===== src/rtl/array_alloc_pkg.sv =====
// Shared types for the array-handle allocator: FSM states, op encoding and handle type.
package array_alloc_pkg;
  localparam int MEM_W = 12;

  typedef enum logic [1:0] {IDLE, EXEC, RESP} state_t;

  localparam logic OP_ALLOC = 1'b0;
  localparam logic OP_FREE  = 1'b1;

  typedef logic [MEM_W-1:0] handle_t;
endpackage


===== src/rtl/array_allocator_rr_arbiter2.sv =====
// Two-way round-robin grant; on a tie the port that did not win last time is granted.
module rr_arbiter2 (
  input  logic       clock,
  input  logic       reset,
  input  logic       enable,
  input  logic [1:0] req_valid,
  output logic [1:0] grant
);
  logic last_grant;

  always_comb begin
    grant = 2'b00;
    if (enable) begin
      case (req_valid)
        2'b01:   grant = 2'b01;
        2'b10:   grant = 2'b10;
        2'b11:   grant = last_grant ? 2'b01 : 2'b10;
        default: grant = 2'b00;
      endcase
    end
  end

  always_ff @(posedge clock or posedge reset) begin
    if (reset)
      last_grant <= 1'b1;
    else if (|grant)
      last_grant <= grant[1];
  end
endmodule


===== src/rtl/array_allocator.sv =====
// Array-handle allocator: bitmap, freed-handle stack and size table, serving two requesters
// one operation at a time through an IDLE -> EXEC -> RESP sequence.
module array_allocator
  import array_alloc_pkg::*;
#(
  parameter int MemoryElementWidth = 12,
  parameter int NArrays            = 16
) (
  input  logic                            clock,
  input  logic                            reset,
  input  logic [1:0]                      req_valid,
  output logic [1:0]                      req_ready,
  input  logic [1:0]                      req_free,
  input  logic [2*MemoryElementWidth-1:0] req_array,
  output logic                            rsp_valid,
  output logic                            rsp_port,
  output logic [MemoryElementWidth-1:0]   rsp_array,
  output logic                            rsp_error,
  input  logic                            size_we,
  input  logic [MemoryElementWidth-1:0]   size_array,
  input  logic [MemoryElementWidth-1:0]   size_index,
  input  logic [MemoryElementWidth-1:0]   size_rd_array,
  output logic [MemoryElementWidth-1:0]   size_rd_value,
  output logic [MemoryElementWidth-1:0]   allocs,
  output logic [MemoryElementWidth-1:0]   allocs_max
);
  localparam int W   = MemoryElementWidth;
  localparam int IW  = (NArrays > 1) ? $clog2(NArrays) : 1;
  localparam int SPW = $clog2(NArrays + 1);
  localparam logic [W-1:0] N_H = W'(NArrays);

  state_t             state;
  logic               cap_port;
  logic               cap_op;
  logic [W-1:0]       cap_array;
  logic [NArrays-1:0] bitmap;
  logic [W-1:0]       stack [NArrays];
  logic [SPW-1:0]     sp;
  logic [W-1:0]       next_fresh;
  logic [W-1:0]       sizes [NArrays];
  logic [1:0]         grant;

  logic [SPW-1:0] sp_m1;
  logic           pop, alloc_ok, free_ok, free_go, sz_hit;
  logic [W-1:0]   alloc_h, allocs_inc, sz_idx1;

  rr_arbiter2 u_arb (
    .clock     (clock),
    .reset     (reset),
    .enable    (state == IDLE && !reset),
    .req_valid (req_valid),
    .grant     (grant)
  );

  assign req_ready     = grant;
  assign size_rd_value = (size_rd_array < N_H) ? sizes[size_rd_array[IW-1:0]] : '0;

  always_comb begin
    sp_m1      = sp - SPW'(1);
    pop        = (sp != '0);
    alloc_ok   = pop || (next_fresh < N_H);
    alloc_h    = pop ? stack[sp_m1[IW-1:0]] : next_fresh;
    allocs_inc = allocs + W'(1);
    free_ok    = (cap_array < N_H) && bitmap[cap_array[IW-1:0]];
    free_go    = (state == EXEC) && (cap_op == OP_FREE) && free_ok;
    sz_idx1    = size_index + W'(1);
    // A length write racing a free of the same handle is dropped; idx+1 wrapping to 0 never grows
    sz_hit     = size_we && (size_array < N_H) && bitmap[size_array[IW-1:0]]
                 && (sizes[size_array[IW-1:0]] < sz_idx1)
                 && !(free_go && (cap_array == size_array));
  end

  // Accept stage: capture the granted request
  always_ff @(posedge clock) begin
    if (state == IDLE && |grant) begin
      cap_port  <= grant[1];
      cap_op    <= grant[1] ? req_free[1] : req_free[0];
      cap_array <= grant[1] ? req_array[2*W-1:W] : req_array[W-1:0];
    end
  end

  always_ff @(posedge clock) begin
    if (free_go)
      stack[sp[IW-1:0]] <= cap_array;
  end

  // Execute and respond stages
  always_ff @(posedge clock or posedge reset) begin
    if (reset) begin
      state      <= IDLE;
      rsp_valid  <= 1'b0;
      rsp_port   <= 1'b0;
      rsp_array  <= '0;
      rsp_error  <= 1'b0;
      allocs     <= '0;
      allocs_max <= '0;
      bitmap     <= '0;
      sp         <= '0;
      next_fresh <= '0;
      for (int i = 0; i < NArrays; i++) sizes[i] <= '0;
    end else begin
      rsp_valid <= 1'b0;
      if (sz_hit)
        sizes[size_array[IW-1:0]] <= sz_idx1;
      case (state)
        IDLE: if (|grant) state <= EXEC;
        EXEC: begin
          state     <= RESP;
          rsp_valid <= 1'b1;
          rsp_port  <= cap_port;
          rsp_error <= 1'b0;
          if (cap_op == OP_ALLOC) begin
            rsp_array <= alloc_h;
            if (alloc_ok) begin
              bitmap[alloc_h[IW-1:0]] <= 1'b1;
              sizes[alloc_h[IW-1:0]]  <= '0;
              allocs                  <= allocs_inc;
              if (allocs_inc > allocs_max) allocs_max <= allocs_inc;
              if (pop) sp <= sp_m1;
              else     next_fresh <= next_fresh + W'(1);
            end else begin
              rsp_error <= 1'b1;
            end
          end else begin
            rsp_array <= cap_array;
            if (free_ok) begin
              bitmap[cap_array[IW-1:0]] <= 1'b0;
              sp                        <= sp + SPW'(1);
              allocs                    <= allocs - W'(1);
            end else begin
              rsp_error <= 1'b1;
            end
          end
        end
        RESP:    state <= IDLE;
        default: state <= IDLE;
      endcase
    end
  end
endmodule

===== config.mk =====
export PLATFORM = sky130hd
export DESIGN_NAME = array_allocator
export DESIGN_NICKNAME = d
export VERILOG_FILES = /design/src/rtl/array_alloc_pkg.sv /design/src/rtl/array_allocator_rr_arbiter2.sv /design/src/rtl/array_allocator.sv
export SDC_FILE = /design/constraint.sdc
export NUM_CORES = 1
export LEC_CHECK = 0
export ABC_AREA = 1
export CAP_MARGIN = 15
export CELL_PAD_IN_SITES_DETAIL_PLACEMENT = 1
export CELL_PAD_IN_SITES_GLOBAL_PLACEMENT = 2
export CORE_UTILIZATION = 33
export DETAILED_ROUTE_END_ITERATION = 12
export PLACE_DENSITY = 0.85
export SYNTH_ARGS = -nofsm -noshare
export SYNTH_HDL_FRONTEND = slang
export SYNTH_HIERARCHICAL = 1
export SYNTH_SLANG_ARGS = --single-unit

===== constraint.sdc =====
create_clock -name clock -period 8.5 [get_ports clock]
set_input_delay 1.275 -clock clock [delete_from_list [all_inputs] [get_ports clock]]
set_output_delay 1.275 -clock clock [all_outputs]
set_load 0.01 [all_outputs]

======== After elaboration in Yosys (flattened, before gate mapping) ========
Memory sizes are Yosys's and may differ from the RTL's.
Index checks and enable logic that the tools add are counted.
storage, ports and cells
  RAM bits ................................ 192
  register bits after elaboration ......... 281
  memories ................................ 1
memories
  name   words  bits a word  rd ports  clocked after Yosys merged registers in  write ports  RTL line               text
  stack  16     12           1         0                                        1            array_allocator.sv:37  logic [W-1:0] stack [NArrays];
operators by class
  multiplexer cells ....................... 49
  add/sub/neg operators ................... 6
  $lt $le $gt $ge ......................... 16
  reductions and logical operators ........ 26
  eq/ne operators ......................... 7
  bitwise operators ....................... 10
operators by type and width
  kind                   number
  $mux 192               4
  $and 192x192->192      1
  $bwmux 192             1
  $not 192->192          1
  $mux 12                13
  $bmux 12 s4            2
  $demux 12 s4           2
  $lt 12x5->1 const B    4
  $mux 16                3
  $add 12x1->12 const B  3
  $mux 5                 4
  $and 16x16->16         1
  $not 16->16            1
  $or 16x16->16          1
  $ge 5x5->1 const B     3
  $lt 4x5->1 const B     3
  $not 4->5              3
  $logic_and 1x1->1      14
  $eq 12x12->1           1
  $gt 12x12->1           1
  $lt 12x12->1           1
  $reduce_and 4->1       3
  $sub 12x1->12 const B  1
  $mux 1                 11
  20 further kinds       32

======== Logic depth before layout (Yosys ltp) ========
Gate-level depths: netlist (run 1).
An unclocked memory read counts as a cell.
  depth in word-level cells ............... 13
  gate-level depth with buffers ........... 23

======== Hierarchy ========
The synthesis (run 1) kept the hierarchy.
by module, submodules not included
  module           cells an instance  instances  area an instance (µm²)
  array_allocator  3292               1          25951.1
  rr_arbiter2      12                 1          68.8

======== Least setup slack after synthesis (run 1) ========
OpenSTA, ideal clock, no wires.
  kind .................................... input-to-reg
  start ................................... in size_index[2]
  end ..................................... reg sizes[145] (netlist name)
  path buffers ............................ 3
  stages .................................. 19
  arrival time ............................ 4.067 ns
  library setup time ...................... 0.114 ns
  path slack .............................. 4.319 ns
  path through ............................ nand3_1 -> nor2_1 -> inv_1 -> nor2_1 -> inv_1 -> nor2_1 -> inv_1 -> o22ai_1 -> clkbuf_1 -> ha_1 -> a21o_1 -> a31oi_1 -> nand2_1 -> a21oi_4 -> buf_2 -> buf_2 -> nand4_1 -> nand2_1 -> nor2_1
between the ends
  word-level cells in the longest chain between the ends .. 9
ends and longest elaborated chain
  what                            RTL line                text
  start: declaration              array_allocator.sv:21   input logic [MemoryElementWidth-1:0] size_index,
  $add 12x1->12 (*)               array_allocator.sv:66   sz_idx1 = size_index + W'(1);
  $lt 12x12->1 (*)                array_allocator.sv:69   && (sizes[size_array[IW-1:0]] < sz_idx1)
  $logic_and 1x1->1 (*)           array_allocator.sv:69
  $logic_and 1x1->1 (*)           array_allocator.sv:70   && !(free_go && (cap_array == size_array));
  $mux 192 (*)                    array_allocator.sv:103  if (sz_hit)
  $and 192x192->192 (no line)     n/a
  $mux 192                        array_allocator.sv:114  if (alloc_ok) begin
  $mux 192                        array_allocator.sv:112  if (cap_op == OP_ALLOC) begin
  $mux 192 (*)                    array_allocator.sv:105  case (state)
  end signal: indexed assignment  array_allocator.sv:104  sizes[size_array[IW-1:0]] <= sz_idx1;
  end: declaration                array_allocator.sv:40   logic [W-1:0] sizes [NArrays];
Every way passes the cells marked *; elsewhere a longest branch is shown, timed or not.
A chain may end at the register's enable or synchronous reset.

======== Worst setup path in the final report (run 1) ========
  start ................................... in size_array[0]
  end ..................................... reg sizes[78] (netlist name)
between the ends
  word-level cells in the longest chain between the ends .. 12
  elaborated cells on any way between the ends .. 26
  classes of those cells .................. 4 x order compare; 1 x eq/ne; 12 x mux; 2 x bitwise; 7 x reduce/logical
ends and longest elaborated chain
  what                                        RTL line                                       text
  start: declaration                          array_allocator.sv:20                          input logic [MemoryElementWidth-1:0] size_array,
  $not 4->5 (implied by the code)             array_allocator.sv:69, array_allocator.sv:104
  $bmux 12 s4                                 array_allocator.sv:69
  $mux 12 (implied by the code) (2 in a row)  array_allocator.sv:69
  $lt 12x12->1                                array_allocator.sv:69
  $logic_and 1x1->1                           array_allocator.sv:69
  $logic_and 1x1->1                           array_allocator.sv:70
  $mux 192 (*)                                array_allocator.sv:103
  $and 192x192->192 (no line)                 n/a
  $mux 192                                    array_allocator.sv:114
  $mux 192                                    array_allocator.sv:112
  $mux 192 (*)                                array_allocator.sv:105
Every way passes the cells marked *; elsewhere a longest branch is shown, timed or not. The select of a mux whose other input is x is not followed.

==> results of run 1 <==
registers in the layout, summed over array words and instances, names as in the netlist:
signal            flops
cap_port              1
sizes               192
next_fresh           12
allocs_max           12
cap_array            12
cap_op                1
u_arb/last_grant      1
stack               192
rsp_port              1
allocs               12
state                 2
rsp_error             1
bitmap               16
sp                    5
rsp_array            12
rsp_valid             1
logic make-up after synthesis:
family          share of synthesized area
compound gates                     0.1331
xor+xnor                          0.01101
fa+ha+maj                         0.01491
buf+inv                            0.1071
flops                              0.4946
mux                             0.0004327
simple gates                       0.2389
area by class of cell:
cell class | count | area, sq um | area share
Inverter | 479 | 1802 | 0.05962
Clock inverter | 29 | 420.4 | 0.01391
Sequential cell | 473 | 12870 | 0.4259
Tap cell | 1040 | 1301 | 0.04306
Antenna cell | 1 | 2.502 | 0.00008281
Clock buffer | 77 | 1612 | 0.05333
Timing Repair Buffer | 191 | 1802 | 0.05962
Multi-Input combinational cell | 2127 | 10410 | 0.3445
Yosys cell counts (22+ instances only):
| cell | instances | share of area |
|---|---|---|
| edfxtp_1 | 206 | 0.24 |
| nor2_1 | 499 | 0.072 |
| clkbuf_1 | 126 | 0.018 |
| dfrtp_1 | 266 | 0.26 |
| nand4_1 | 186 | 0.045 |
| nand3_1 | 85 | 0.016 |
| ha_1 | 31 | 0.015 |
| xor2_1 | 22 | 0.0074 |
| o21ai_0 | 266 | 0.051 |
| o211ai_1 | 26 | 0.0075 |
| nand2_1 | 666 | 0.096 |
| o22ai_1 | 94 | 0.023 |
| inv_1 | 469 | 0.068 |
| a21oi_1 | 113 | 0.022 |
| o221ai_1 | 61 | 0.021 |
| buf_2 | 77 | 0.015 |
through the flow:
step	utilization	instances	worst slack (ps)	total power (W)	instance area, sq um
6_report	0.3888	4417	1361	0.008201	30220
5_1_grt	0.3888	4416	1138	0.008598	30220
4_1_cts	0.3881	4414	1502	0.008215	30160
3_5_place_dp	0.3619	4308	858.8	0.005549	28130
3_3_place_gp	0.3619	4308	906.3	0.005480	28130
2_1_floorplan	-	3304	3714	0.004465	26020
placed cells by master (no fill, tap or decap), types with 4 or more instances in the layout:
cell type / instances
a21oi_1: 113
a311oi_1: 11
buf_4: 68
bufinv_16: 8
clkbuf_1: 9
clkbuf_16: 57
clkbuf_8: 11
clkdlybuf4s50_1: 117
clkinv_1: 5
clkinv_2: 14
dfrtp_1: 265
edfxtp_1: 206
ha_1: 30
inv_1: 468
inv_2: 8
nand2_1: 663
nand3_1: 85
nand3_2: 9
nand4_1: 186
nor2_1: 499
nor2_2: 4
nor3_1: 8
nor4_1: 6
o211ai_1: 26
o21ai_0: 266
o21ai_1: 6
o221ai_1: 61
o22ai_1: 93
o31ai_1: 6
or2_2: 7
xnor2_1: 6
xor2_1: 20
xor2_2: 4
final timing paths:
path                                start          endpoint  slack [ps]  cells after the start
min in group asynchronous           reset  u_arb/last_grant        1060                      2
setup reg to reg                    sp[0]        sizes[117]        3460                     14
hold reg to reg            next_fresh[10]    next_fresh[10]         400                      0
setup / recovery            size_array[0]         sizes[78]        1360                     21
hold / removal             next_fresh[10]    next_fresh[10]         400                      0
max in group asynchronous           reset        sizes[113]        5700                      3
report_power, final:
| group | internal [W] | total [W] | switching [W] |
|---|---|---|---|
| registers | 0.00263 | 0.00287 | 0.000245 |
| clock network | 0.00158 | 0.00265 | 0.00107 |
| logic | 0.000838 | 0.00268 | 0.00184 |
metal layers:
metal  wire (microns)  vias up
met5               13        -
met2            45260      698
met4             2208        2
met1            44580    11860
li1                 -    10960
met3             5717      132
==> flow_summary_export.csv, run 1 <==
group,metric,value,unit
global_routing,grt_util_met3,0.03425,
cts,cts_buffers,57,
sta,max_slew_margin,0.2956,
critical_path,critPathTopFamily,"buffers and inverters",
sta,fmax,140.1,MHz
placed_design,place.gp.congestion,0.8966,
sta,setup_viol,0,
synth,synth_cell_types,41,
cts,cts.path.max_buffers,3,
critical_path,critical_path_arrival,7670,ps
power,p_leak,14.08,nW
cts,path_clk_slew,60,ps
critical_path,max_stage_delay,760,ps
hold_path,hold_path.class,"reg2reg",
critical_path,crit_buf_inv,6,
sta,fin_worst_skew,77.99,ps
cts,cts_sinks,473,
critical_path,crit_chain,"clkdlybuf4s50_1 -> buf_4 -> nor2_1 -> inv_2 -> buf_4 -> o22ai_1 -> o21ai_0 -> nand4_1 -> ha_1 -> nor2_1 -> nand3_1 -> nor4_1 -> nand2_1 -> nor2_1 -> nand2_1 -> a21oi_4 -> buf_4 -> nand3_2 -> nand2_1 -> inv_1 -> nor2_1",
sta,worst_pin_slew,1057,ps
route,drt_first_iter_violations,1737,
global_routing,grt_max_degree,166,
floorplan,start_util,0.3348,
cts,root_buffer,"clkbuf_16",
global_routing,grtUsageMet2,0.3978,
synth,synth_edf_count,206,
global_routing,grt_first_pass_wirelength,148100,microns
sta,fin_setup_tns,0,ps
floorplan,die_area,79980,sq um
cells_and_area,layout-drive-gt1-share,0.06280,
placed_design,dp_hpwl,64630,microns
cts,cts-resized-gates,0,
sta,fin_crit_sh,0.8399,
floorplan,ios,120,
synth,ys.flop_type,"dfrtp_1",
global_routing,antenna_found_initial,2,
synth,avgSynthCellArea,7.875,sq um
global_routing,grtUsageMet1,0.3402,
sta,rsz0062_at_grt,"no",
route,wl,97780,microns
sta,period_minus_slack,7139,ps
power,cellPowerDensity,271.4,nW/um^2
synth,seq_area_frac_synth,0.4946,
global_routing,grtUsageTotal,0.2439,
sta,hold_violations,0,
route,vias_per_cell,5.354,
route,antenna_left,0,
critical_path,critPathMaxFanout,34,
cts,htreeDepth,2,
cells_and_area,final_nets,3427,
route,avgRoutedWirePerCell,22.14,microns
synth,synthCells,3304,
cts,clkLatencyLatePin,670,ps
critical_path,worst_setup_path_start_kind,"input port",
run,cap_violations,0,
floorplan,core,77720,sq um
synth,yosys_warnings,6,
floorplan,num_rows,102,
floorplan,die_x,282.8,microns
route,detail_route.first_pass.iterations,5,
floorplan,die_h,282.8,microns
critical_path,endpoint_kind,"flip-flop",
critical_path,path_class,"in2reg",
cells_and_area,area_growth,16.14,%
route,vias,23650,
global_routing,grt_overflow_total,0,
synth,netlist_area,26020,sq um
global_routing,grt_pass1_vias,23660,
status,status,"complete, no violations",
cts,cts_tree,"built",
global_routing,busiest_layer,"met2",
cts,post_cts_buffers,0,
synth,yosys_register_bits,473,
sta,drv_slew,0,
synth,synthesis.nets,3402,
critical_path,cp_data_required_time,9030,ps
sta,holdWs,404.7,ps
synth,async_flop_share,0.5645,
placed_design,port_buffers,119,
critical_path,cp_slowest_cell,"a21oi_4",
route,drc,0,
cts,cts_hold_buf,0,
power,peakVddDrop,0.2640,mV
critical_path,path_common_cell,"nor2_1",
cells_and_area,fillCellCount,9260,
Note: power is estimated with default switching activity, not from simulation.
==> inputs of run 2 (changes only) <==
Clock period 8.5 ns to 6.13 ns, I/O delays scaled along.
==> run 2 against run 1 <==
Effect of this change:
- cell count increased by 0.25%
- total power rose by 33%
- clock power is 23% higher
- wire length about the same
- sequential share of layout area is 0.15 points higher
- register-to-register slack lost 2500 ps
- worst setup slack got worse by 860 ps
- utilization fell by 0.13 points
- critical path type unchanged
- critical endpoint is now sizes[77]
- largest cell class unchanged
==> flow_summary_export.csv, run 2 (synthesis results as in run 1) <==
group,metric,value,unit
placed_design,dp.cells,4328,
critical_path,path_class,"in2reg",
power,p_sw,0.004310,W
critical_path,worstReg2RegStart,"sp[0]",
sta,fin_worst_skew,71.51,ps
cts,cts.path.max_buffers,3,
global_routing,grt_overflow_total,0,
sta,drv_slew,0,
sta,period_minus_slack,5633,ps
power,p_clk_frac,0.299,
power,p_leak,14.00,nW
sta,fmax,177.5,MHz
route,drc,0,
cells_and_area,area_growth,15.75,%
critical_path,r2r_end,"sizes[101]",
cts,cts_tree,"built",
critical_path,endpoint_kind,"flip-flop",
cts,root_buffer,"clkbuf_16",
cells_and_area,layout-drive-gt1-share,0.06438,
route,vias,23490,
cts,cts_buffers,54,
power,internal-power,0.006616,W
run,cap_violations,0,
route,avgRoutedWirePerCell,22.07,microns
cts,clkLatencyLatePin,660,ps
hold_path,holdCritStartpoint,"next_fresh[8]",
critical_path,worst_r2r_path_depth,16,
power,combPwrFrac,0.336,
floorplan,core,77720,sq um
placed_design,port_buffers,119,
route,wl,97710,microns
sta,rsz0062_at_grt,"no",
cts,post_cts_buffers,0,
power,cellPowerDensity,362.8,nW/um^2
cts,cts_hold_buf,0,
route,vias_per_cell,5.305,
cells_and_area,fillCellCount,9319,
power,pwr-share-seq,0.365,
sta,max_slew_margin,0.2885,
cells_and_area,mostFrequentLayoutCells,"nand2_1 (663), nor2_1 (498), inv_1 (468)",
cts,cts-resized-gates,0,
cells_and_area,design_area,30120,sq um
route,antenna_left,0,
critical_path,critical_path_arrival,6150,ps
placed_design,place.gp.congestion,0.9007,
hold_path,hold_end,"next_fresh[8]",
floorplan,die_h,282.8,microns
sta,fin_crit_sh,0.9189,
cts,htreeDepth,2,
floorplan,ios,120,
placed_design,dp_hpwl,66190,microns
global_routing,grt_pass1_vias,23580,
hold_path,min_path_cells,0,
floorplan,die_x,282.8,microns
sta,hold_violations,0,
cts,cts_sinks,473,
route,drt_first_iter_violations,2051,
global_routing,grt_max_degree,153,
cells_and_area,layout_commonest_cell,"nand2_1",
global_routing,grt_first_pass_wirelength,149200,microns
critical_path,regToRegSetupSlack,920,ps
global_routing,grtUsageTotal,0.2465,
sta,setup_viol,0,
cells_and_area,final_nets,3442,
power,swShare,0.3944,
floorplan,num_rows,102,
placed_design,post_dp_cell_area,28330,sq um
cells_and_area,final_cells,4428,
route,detail_route.first_pass.iterations,5,
cts,path_clk_slew,60,ps
floorplan,start_util,0.3348,
critical_path,critPathMaxFanout,36,
power,peakVddDrop,0.2915,mV
critical_path,worst_setup_path_start_kind,"input port",
power,power,0.01093,W
hold_path,hold_path.class,"reg2reg",
status,status,"complete, no violations",
sta,worst_pin_slew,1064,ps
global_routing,antenna_found_initial,2,
critical_path,cp_data_required_time,6650,ps
floorplan,die_area,79980,sq um
[run 2: final cells by class]
type | count | area, sq um | area share
multi-input combinational | 2127 | 10410 | 0.3458
timing repair buffer | 209 | 1947 | 0.06464
clock buffer | 71 | 1475 | 0.04898
sequential | 473 | 12870 | 0.4273
inverter | 479 | 1802 | 0.05982
antenna | 2 | 5.005 | 0.0001662
clock inverter | 27 | 304.0 | 0.01010
tap | 1040 | 1301 | 0.04321
[run 2: power groups by stage]
stage | Sequential, W | Clock, W | Combinational (W)
3_3_place_gp | 0.00404 | 0 | 0.00356
5_1_grt | 0.00403 | 0.00344 | 0.00407
3_5_place_dp | 0.00406 | 0 | 0.00365
6_report | 0.00399 | 0.00327 | 0.00367
2_1_floorplan | 0.00391 | 0 | 0.00228
4_1_cts | 0.00399 | 0.00332 | 0.00367
[run 2: worst max-delay path, cell delays in order]
cell and delay (ps):
clkdlybuf4s50_1 880, nor2_1 220, inv_2 390, buf_12 270, o22ai_1 90, o21ai_0 440, nand4_1 170, ha_1 330
nor2_1 130, nand3_1 70, nor4_1 290, nand2_1 110, nor2_1 120, nand2_1 210, a21oi_4 320, buf_12 260
buf_12 220, nand3_2 330, nand2_1 170, inv_1 50, nor2_1 100
[run 2: layer usage]
| metal | wire length, microns | global-route usage | vias to the layer above |
|---|---|---|---|
| met4 | 2311 | 0.06611 | 2 |
| met2 | 45220 | 0.3955 | 657 |
| li1 | - | - | 10980 |
| met3 | 5814 | 0.03285 | 129 |
| met5 | 13 | 0 | - |
| met1 | 44350 | 0.3478 | 11720 |
[run 2: metrics by stage]
step	utilization	setup WS, ps	setup TNS [ps]	hold slack (ps)
final	0.3875	497.0	0	402.6
after global routing	0.3874	354.0	0	410.7
after CTS	0.3874	567.5	0	403.5
after detailed placement	0.3645	-62.34	-884.7	389.7
after global placement	0.3645	-120.2	-7022	384.5
after floorplan	-	1699	0	418.4
[run 2: how the worst max path moves through the flow]
stage,start,cells past startpoint,endpoint
6_report,size_array[0],21,sizes[77]
5_1_grt,size_array[0],20,sizes[57]
4_1_cts,size_array[0],20,sizes[48]
3_5_place_dp,size_array[0],20,sizes[0]
3_3_place_gp,size_array[0],20,sizes[0]
2_1_floorplan,reset,1,allocs[0]
